**config.mk**
```make
export PLATFORM = sky130hd
export DESIGN_NAME = bit_serial_scheduler
export DESIGN_NICKNAME = d
export VERILOG_FILES = /design/src/rtl/bit_serial_sched_pkg.sv /design/src/rtl/lead_one_enc.sv /design/src/rtl/bit_serial_scheduler.sv
export SDC_FILE = /design/constraint.sdc
export NUM_CORES = 1
export LEC_CHECK = 0
export CAP_MARGIN = 20
export CORE_MARGIN = 3
export CORE_UTILIZATION = 54
export DETAILED_ROUTE_END_ITERATION = 6
export DONT_BUFFER_PORTS = 1
export PLACE_DENSITY = 0.7
export SYNTH_ARGS = -nofsm -noshare
export SYNTH_HDL_FRONTEND = slang
export SYNTH_HIERARCHICAL = 1
export SYNTH_SLANG_ARGS = --single-unit
```
**constraint.sdc**
```tcl
create_clock -name clk -period 3.3 [get_ports clk]
set_input_delay 0.495 -clock clk [delete_from_list [all_inputs] [get_ports clk]]
set_output_delay 0.495 -clock clk [all_outputs]
set_load 0.02 [all_outputs]
```
**src/rtl/bit_serial_sched_pkg.sv**
```systemverilog
// Shared types and sizes for the bit-serial scheduler: FSM state encoding,
// mask/index/tag widths and the per-beat output bundle.
package bit_serial_sched_pkg;

    localparam int WIDTH = 16;
    localparam int IDX_W = 4;
    localparam int TAG_W = 8;

    typedef enum logic [0:0] {
        IDLE = 1'b0,
        RUN  = 1'b1
    } state_e;

    typedef struct packed {
        logic [IDX_W-1:0] idx;
        logic             zero;
        logic             last;
        logic [IDX_W:0]   beat;
        logic [TAG_W-1:0] tag;
    } beat_t;

endpackage

```
**src/rtl/lead_one_enc.sv**
```systemverilog
// MSB-first leading-one encoder: bit 15 maps to index 0, bit 0 to index 15.
// An all-zero input reports index 0 with is_zero set.
module lead_one_enc
    import bit_serial_sched_pkg::*;
(
    input  logic [WIDTH-1:0] mask,
    output logic [IDX_W-1:0] idx,
    output logic             is_zero
);

    // Scan upward so the highest set bit is the one left in idx.
    always_comb begin
        idx     = {IDX_W{1'b0}};
        is_zero = (mask == {WIDTH{1'b0}});
        for (int i = 0; i < WIDTH; i++) begin
            idx = mask[i] ? IDX_W'(WIDTH - 1 - i) : idx;
        end
    end

endmodule

```
**src/rtl/bit_serial_scheduler.sv**
```systemverilog
// Turns one essential-bit mask into a stream of leading-one indices, one beat per
// PE handshake. Optional perf counters enabled by macro BIT_SERIAL_SCHED_PERF_EN.
module bit_serial_scheduler
    import bit_serial_sched_pkg::*;
(
    input  logic             clk,
    input  logic             reset,
    input  logic             in_valid,
    output logic             in_ready,
    input  logic [WIDTH-1:0] in_mask,
    input  logic [TAG_W-1:0] in_tag,
    output logic             out_valid,
    input  logic             out_ready,
    output logic [IDX_W-1:0] out_idx,
    output logic             out_zero,
    output logic             out_last,
    output logic [IDX_W:0]   out_beat,
    output logic [TAG_W-1:0] out_tag
`ifdef BIT_SERIAL_SCHED_PERF_EN
    ,
    output logic [31:0]      perf_busy,
    output logic [31:0]      perf_stall
`endif
);

    state_e           state_r, state_n_s;
    logic [WIDTH-1:0] mask_r, mask_n_s;
    logic [TAG_W-1:0] tag_r, tag_n_s;
    logic [IDX_W:0]   beat_r, beat_n_s;
    logic [IDX_W-1:0] lead_idx_s;
    logic             lead_zero_s;
    logic [WIDTH-1:0] cleared_s;
    logic             last_s;
    beat_t            beat_s;

    lead_one_enc u_lead_one_enc (
        .mask    (mask_r),
        .idx     (lead_idx_s),
        .is_zero (lead_zero_s)
    );

    // A zero mask "clears" bit 15, which is already zero, so no special case.
    assign cleared_s = mask_r & ~({1'b1, {(WIDTH-1){1'b0}}} >> lead_idx_s);
    assign last_s    = lead_zero_s | (cleared_s == {WIDTH{1'b0}});

    assign beat_s.idx  = lead_idx_s;
    assign beat_s.zero = lead_zero_s;
    assign beat_s.last = last_s;
    assign beat_s.beat = beat_r;
    assign beat_s.tag  = tag_r;

    assign out_valid = (state_r == RUN);
    assign out_idx   = beat_s.idx;
    assign out_zero  = beat_s.zero;
    assign out_last  = beat_s.last;
    assign out_beat  = beat_s.beat;
    assign out_tag   = beat_s.tag;

    assign in_ready = ~reset & ((state_r == IDLE) | ((state_r == RUN) & out_ready & last_s));

    // Next-state and datapath update for accept, beat advance and retire.
    always_comb begin
        state_n_s = state_r;
        mask_n_s  = mask_r;
        tag_n_s   = tag_r;
        beat_n_s  = beat_r;
        case (state_r)
            IDLE: begin
                if (in_valid) begin
                    state_n_s = RUN;
                    mask_n_s  = in_mask;
                    tag_n_s   = in_tag;
                    beat_n_s  = 5'd0;
                end else begin
                    state_n_s = IDLE;
                end
            end
            RUN: begin
                if (out_ready & last_s & in_valid) begin
                    state_n_s = RUN;
                    mask_n_s  = in_mask;
                    tag_n_s   = in_tag;
                    beat_n_s  = 5'd0;
                end else if (out_ready & last_s) begin
                    state_n_s = IDLE;
                    mask_n_s  = {WIDTH{1'b0}};
                    tag_n_s   = {TAG_W{1'b0}};
                    beat_n_s  = 5'd0;
                end else if (out_ready) begin
                    mask_n_s  = cleared_s;
                    beat_n_s  = beat_r + 5'd1;
                end else begin
                    state_n_s = RUN;
                end
            end
            default: begin
                state_n_s = IDLE;
                mask_n_s  = {WIDTH{1'b0}};
                tag_n_s   = {TAG_W{1'b0}};
                beat_n_s  = 5'd0;
            end
        endcase
    end

    // State and operand registers.
    always_ff @(posedge clk) begin
        if (reset) begin
            state_r <= IDLE;
            mask_r  <= {WIDTH{1'b0}};
            tag_r   <= {TAG_W{1'b0}};
            beat_r  <= 5'd0;
        end else begin
            state_r <= state_n_s;
            mask_r  <= mask_n_s;
            tag_r   <= tag_n_s;
            beat_r  <= beat_n_s;
        end
    end

`ifdef BIT_SERIAL_SCHED_PERF_EN
    logic [31:0] busy_r, stall_r;

    // Saturating occupancy and back-pressure counters.
    always_ff @(posedge clk) begin
        if (reset) begin
            busy_r  <= 32'd0;
            stall_r <= 32'd0;
        end else begin
            if ((state_r == RUN) && (busy_r != 32'hFFFF_FFFF)) begin
                busy_r <= busy_r + 32'd1;
            end else begin
                busy_r <= busy_r;
            end
            if (out_valid && !out_ready && (stall_r != 32'hFFFF_FFFF)) begin
                stall_r <= stall_r + 32'd1;
            end else begin
                stall_r <= stall_r;
            end
        end
    end

    assign perf_busy  = busy_r;
    assign perf_stall = stall_r;
`endif

endmodule

```
==> run summary <==
Synth area leaders - dfxtp_1, a32o_1, nand2_1
Post-synth top area cell - dfxtp_1
Cells along the critical path - nor2_4, nor3_2, o31ai_1, buf_4, a31oi_4, buf_6, o41a_1, o32ai_2, o21ai_2, o41ai_4, nand2_2, a21oi_4
Root buffer cell - clkbuf_4
Final Worst Setup Slack - -0.155 ns
Vias per cell - 6.73
Seq/Total Area, Yosys - 0.349
ANT nets after route - 0
Top Family by Delay on Critical Path - compound AO/OA/AOI/OAI gates
Crit path required time - 2.80 ns
Worst Path Max Fanout - 7
Flop pwr share - 0.297
Final hold slack - 0.208 ns
Commonest cells post-synth - dfxtp_1, nand2_1, a32o_1, a21oi_1, nor2_1
Vias - 1804
Final nets - 254
Worst path arrival time - 2.96 ns
CP startpoint kind - flop
IR drop worst, VDD - 0.000448 V
Most common cell in the netlist - dfxtp_1
TNS Setup - -0.954 ns
Synth cell types - 48
Drt drc - 0
Combinational power share - 0.561
Main synth FF type - dfxtp_1
Reg-to-Reg End - mask_r[7]
Outcome - finished, violations left
Worst Min Path Start - reset
Largest net degree at the start of global routing - 25
Worst reg2reg path depth - 16
Setup Skew - 0.0148 ns
Syn_nets - 225
Pre-CTS setup slack - 0.0278 ns
# clock sinks - 30
P&R area growth vs syn - 34.4%
Drt first pass iters - 5
Die X - 62.5 µm
Hold/Removal Path Class - in2reg
Fillers - 200
Post-synthesis instance total - 196
Layout cells sized above 1 - 0.389
Core ar. - 0.00290 mm²
Number of global-route vias before repair - 1807
Clk pwr share - 0.142
Ys async rst share - 0
Pleak - 0.850 nW
Starting density of the core - 0.594
Switch Pwr - 0.000717 W
Post-DP HPWL - 3790 µm
Port buffer count - 0
PwrDens - 731 mW/mm²
CP Capture Type - output pin
WL final - 5680 µm
Peak per-stage delay on the critical path - 0.39 ns
Worst-skew pair later-pin latency - 0.34 ns
Max-Cap Viols - 0
Fin. Hold Viols - 0
H-tree Lvls - 2
Tmin final - 3.45 ns
Internal power - 0.000975 W
RSZ-0062 raised after global routing - yes
GR Layer Usage met3 - 0.0899
Global route hottest layer - met2
Syn Std Cell Area - 0.00172 mm²
First-pass GRT wire length - 8980 µm
Syn Area/Cell - 8.78 µm²
TritonCTS Buffers - 5
Clock slew at reported path FFs - 0.11 ns
Initial DRC count - 102
RePlAce Congestion - 1.01
Die Span Y - 62.5 µm
Met2 Track Usage GR - 0.506
Setup violators final - 14
Total gr overflow - 0
DIE AREA - 0.00390 mm²
Routed len/inst - 21.2 µm
Reg-to-reg slack, setup - -0.09 ns
CP Buf/Inv Count - 2
Slew margin rel. - 0.422
Top-level I/O count - 49
Crit Path Class - reg2out
FP Rows - 19
Global Route met1 Usage - 0.346
Switching Fraction - 0.424
Clock tree buffer depth - 2
Max Slew Vio Count - 0
Global Route Usage Sum - 0.290
Ant diodes - 0
Hold depth - 1
Least-Margin Pin Slew - 0.866 ns
FMAX - 289 MHz
WHS Endpoint - out_beat[1]
Ratio of final minimum period to clock period - 1.05
Synth top area share - 0.349
Failing checks - setup timing
Reg2reg start - mask_r[1]
Initial antenna violation count - 0
Number of synthesized flops with an enable pin - 0
CTS tree - yes
Hold_buf cts - 0
Critical-path top delay cell - dfxtp_4
#FFs+latches synth - 30
Yosys warns - 6
-- logic make-up after synthesis --
kind of cell,after synthesis,synth area share
buffers and inverters,19,0.0574
DFF,30,0.349
and+or+nand+nor,78,0.259
xor gates and xnor gates,4,0.0204
adders and majority gates,1,0.00727
AOI/OAI and AO/OA,64,0.307
-- area by class of cell --
type / instances / area (µm²) / area share
Clock buffer: 6 / 51.3 / 0.0222
Clock inverter: 2 / 12.5 / 0.00541
Inverter: 7 / 26.3 / 0.0114
Multi-Input combinational cell: 147 / 1220 / 0.528
Sequential cell: 30 / 621 / 0.268
Tap cell: 42 / 52.6 / 0.0227
Timing Repair Buffer: 34 / 328 / 0.142
-- metal layers --
metal / wire length, µm / vias to the layer above
met4: 110 / 0
met2: 2760 / 123
met5: 0 / -
met1: 2280 / 857
li1: - / 810
met3: 528 / 14
-- power by group through the flow --
stage	sequential, W	clock, W	combinational, W
after global routing	0.000507	0.000259	0.00100
after detailed placement	0.000499	0	0.000709
after global placement	0.000498	0	0.000694
after floorplan	0.000477	0	0.000527
after CTS	0.000497	0.000242	0.000905
final	0.000503	0.000240	0.000950
-- sequential cells by signal, summed over array words and instances (netlist names) --
register	cells
out_beat	5
mask_r	16
out_tag	8
out_valid	1
-- what timing repair did --
| action | in CTS | in global routing |
|---|---|---|
| resized for setup | 32 | 7 |
| pin swaps | 15 | 5 |
| buffers inserted | 13 | 1 |
| gates cloned | 1 | 0 |
| setup endpoints to repair | 9 | 22 |
-- cell usage in the layout (no fill, tap or decap), types with 2 or more instances in the layout --
| master | count |
|---|---|
| and2_1 | 4 |
| nand3_1 | 4 |
| o21ai_0 | 10 |
| a32o_1 | 16 |
| nor2b_1 | 4 |
| inv_1 | 6 |
| dfxtp_2 | 4 |
| o22ai_2 | 3 |
| buf_12 | 2 |
| buf_4 | 26 |
| a21oi_4 | 3 |
| a21oi_1 | 5 |
| or4b_4 | 2 |
| nand2b_1 | 3 |
| buf_6 | 4 |
| a22o_1 | 8 |
| dfxtp_4 | 4 |
| dfxtp_1 | 22 |
| nor4_4 | 3 |
| nor2_1 | 10 |
| nor3_2 | 3 |
| xnor2_1 | 3 |
| a21oi_2 | 5 |
| clkbuf_4 | 5 |
| nand4b_1 | 5 |
| nor2_2 | 3 |
| nand4_1 | 2 |
| nor4_2 | 2 |
| nand2_1 | 22 |
-- how the worst max path moves through the flow --
stage	start	endpoint	slack, ns	cells after the start
2_1_floorplan	mask_r[1]	in_ready	0.002	11
3_3_place_gp	mask_r[1]	mask_r[0]	0.05	13
5_1_grt	mask_r[8]	in_ready	-0.25	9
6_report	mask_r[1]	in_ready	-0.15	12
3_5_place_dp	mask_r[1]	mask_r[13]	0.03	13
4_1_cts	mask_r[0]	in_ready	-0.12	11
-- metrics by stage --
| step | power (W) | utilization | cells | area [µm²] |
|---|---|---|---|---|
| floorplan | 0.00100 | - | 196 | 1830 |
| global placement | 0.00119 | 0.675 | 245 | 1960 |
| detailed placement | 0.00121 | 0.675 | 245 | 1960 |
| CTS | 0.00164 | 0.787 | 267 | 2280 |
| global route | 0.00177 | 0.798 | 268 | 2310 |
| finish | 0.00169 | 0.798 | 268 | 2310 |
(Power assumes the default switching activity.)
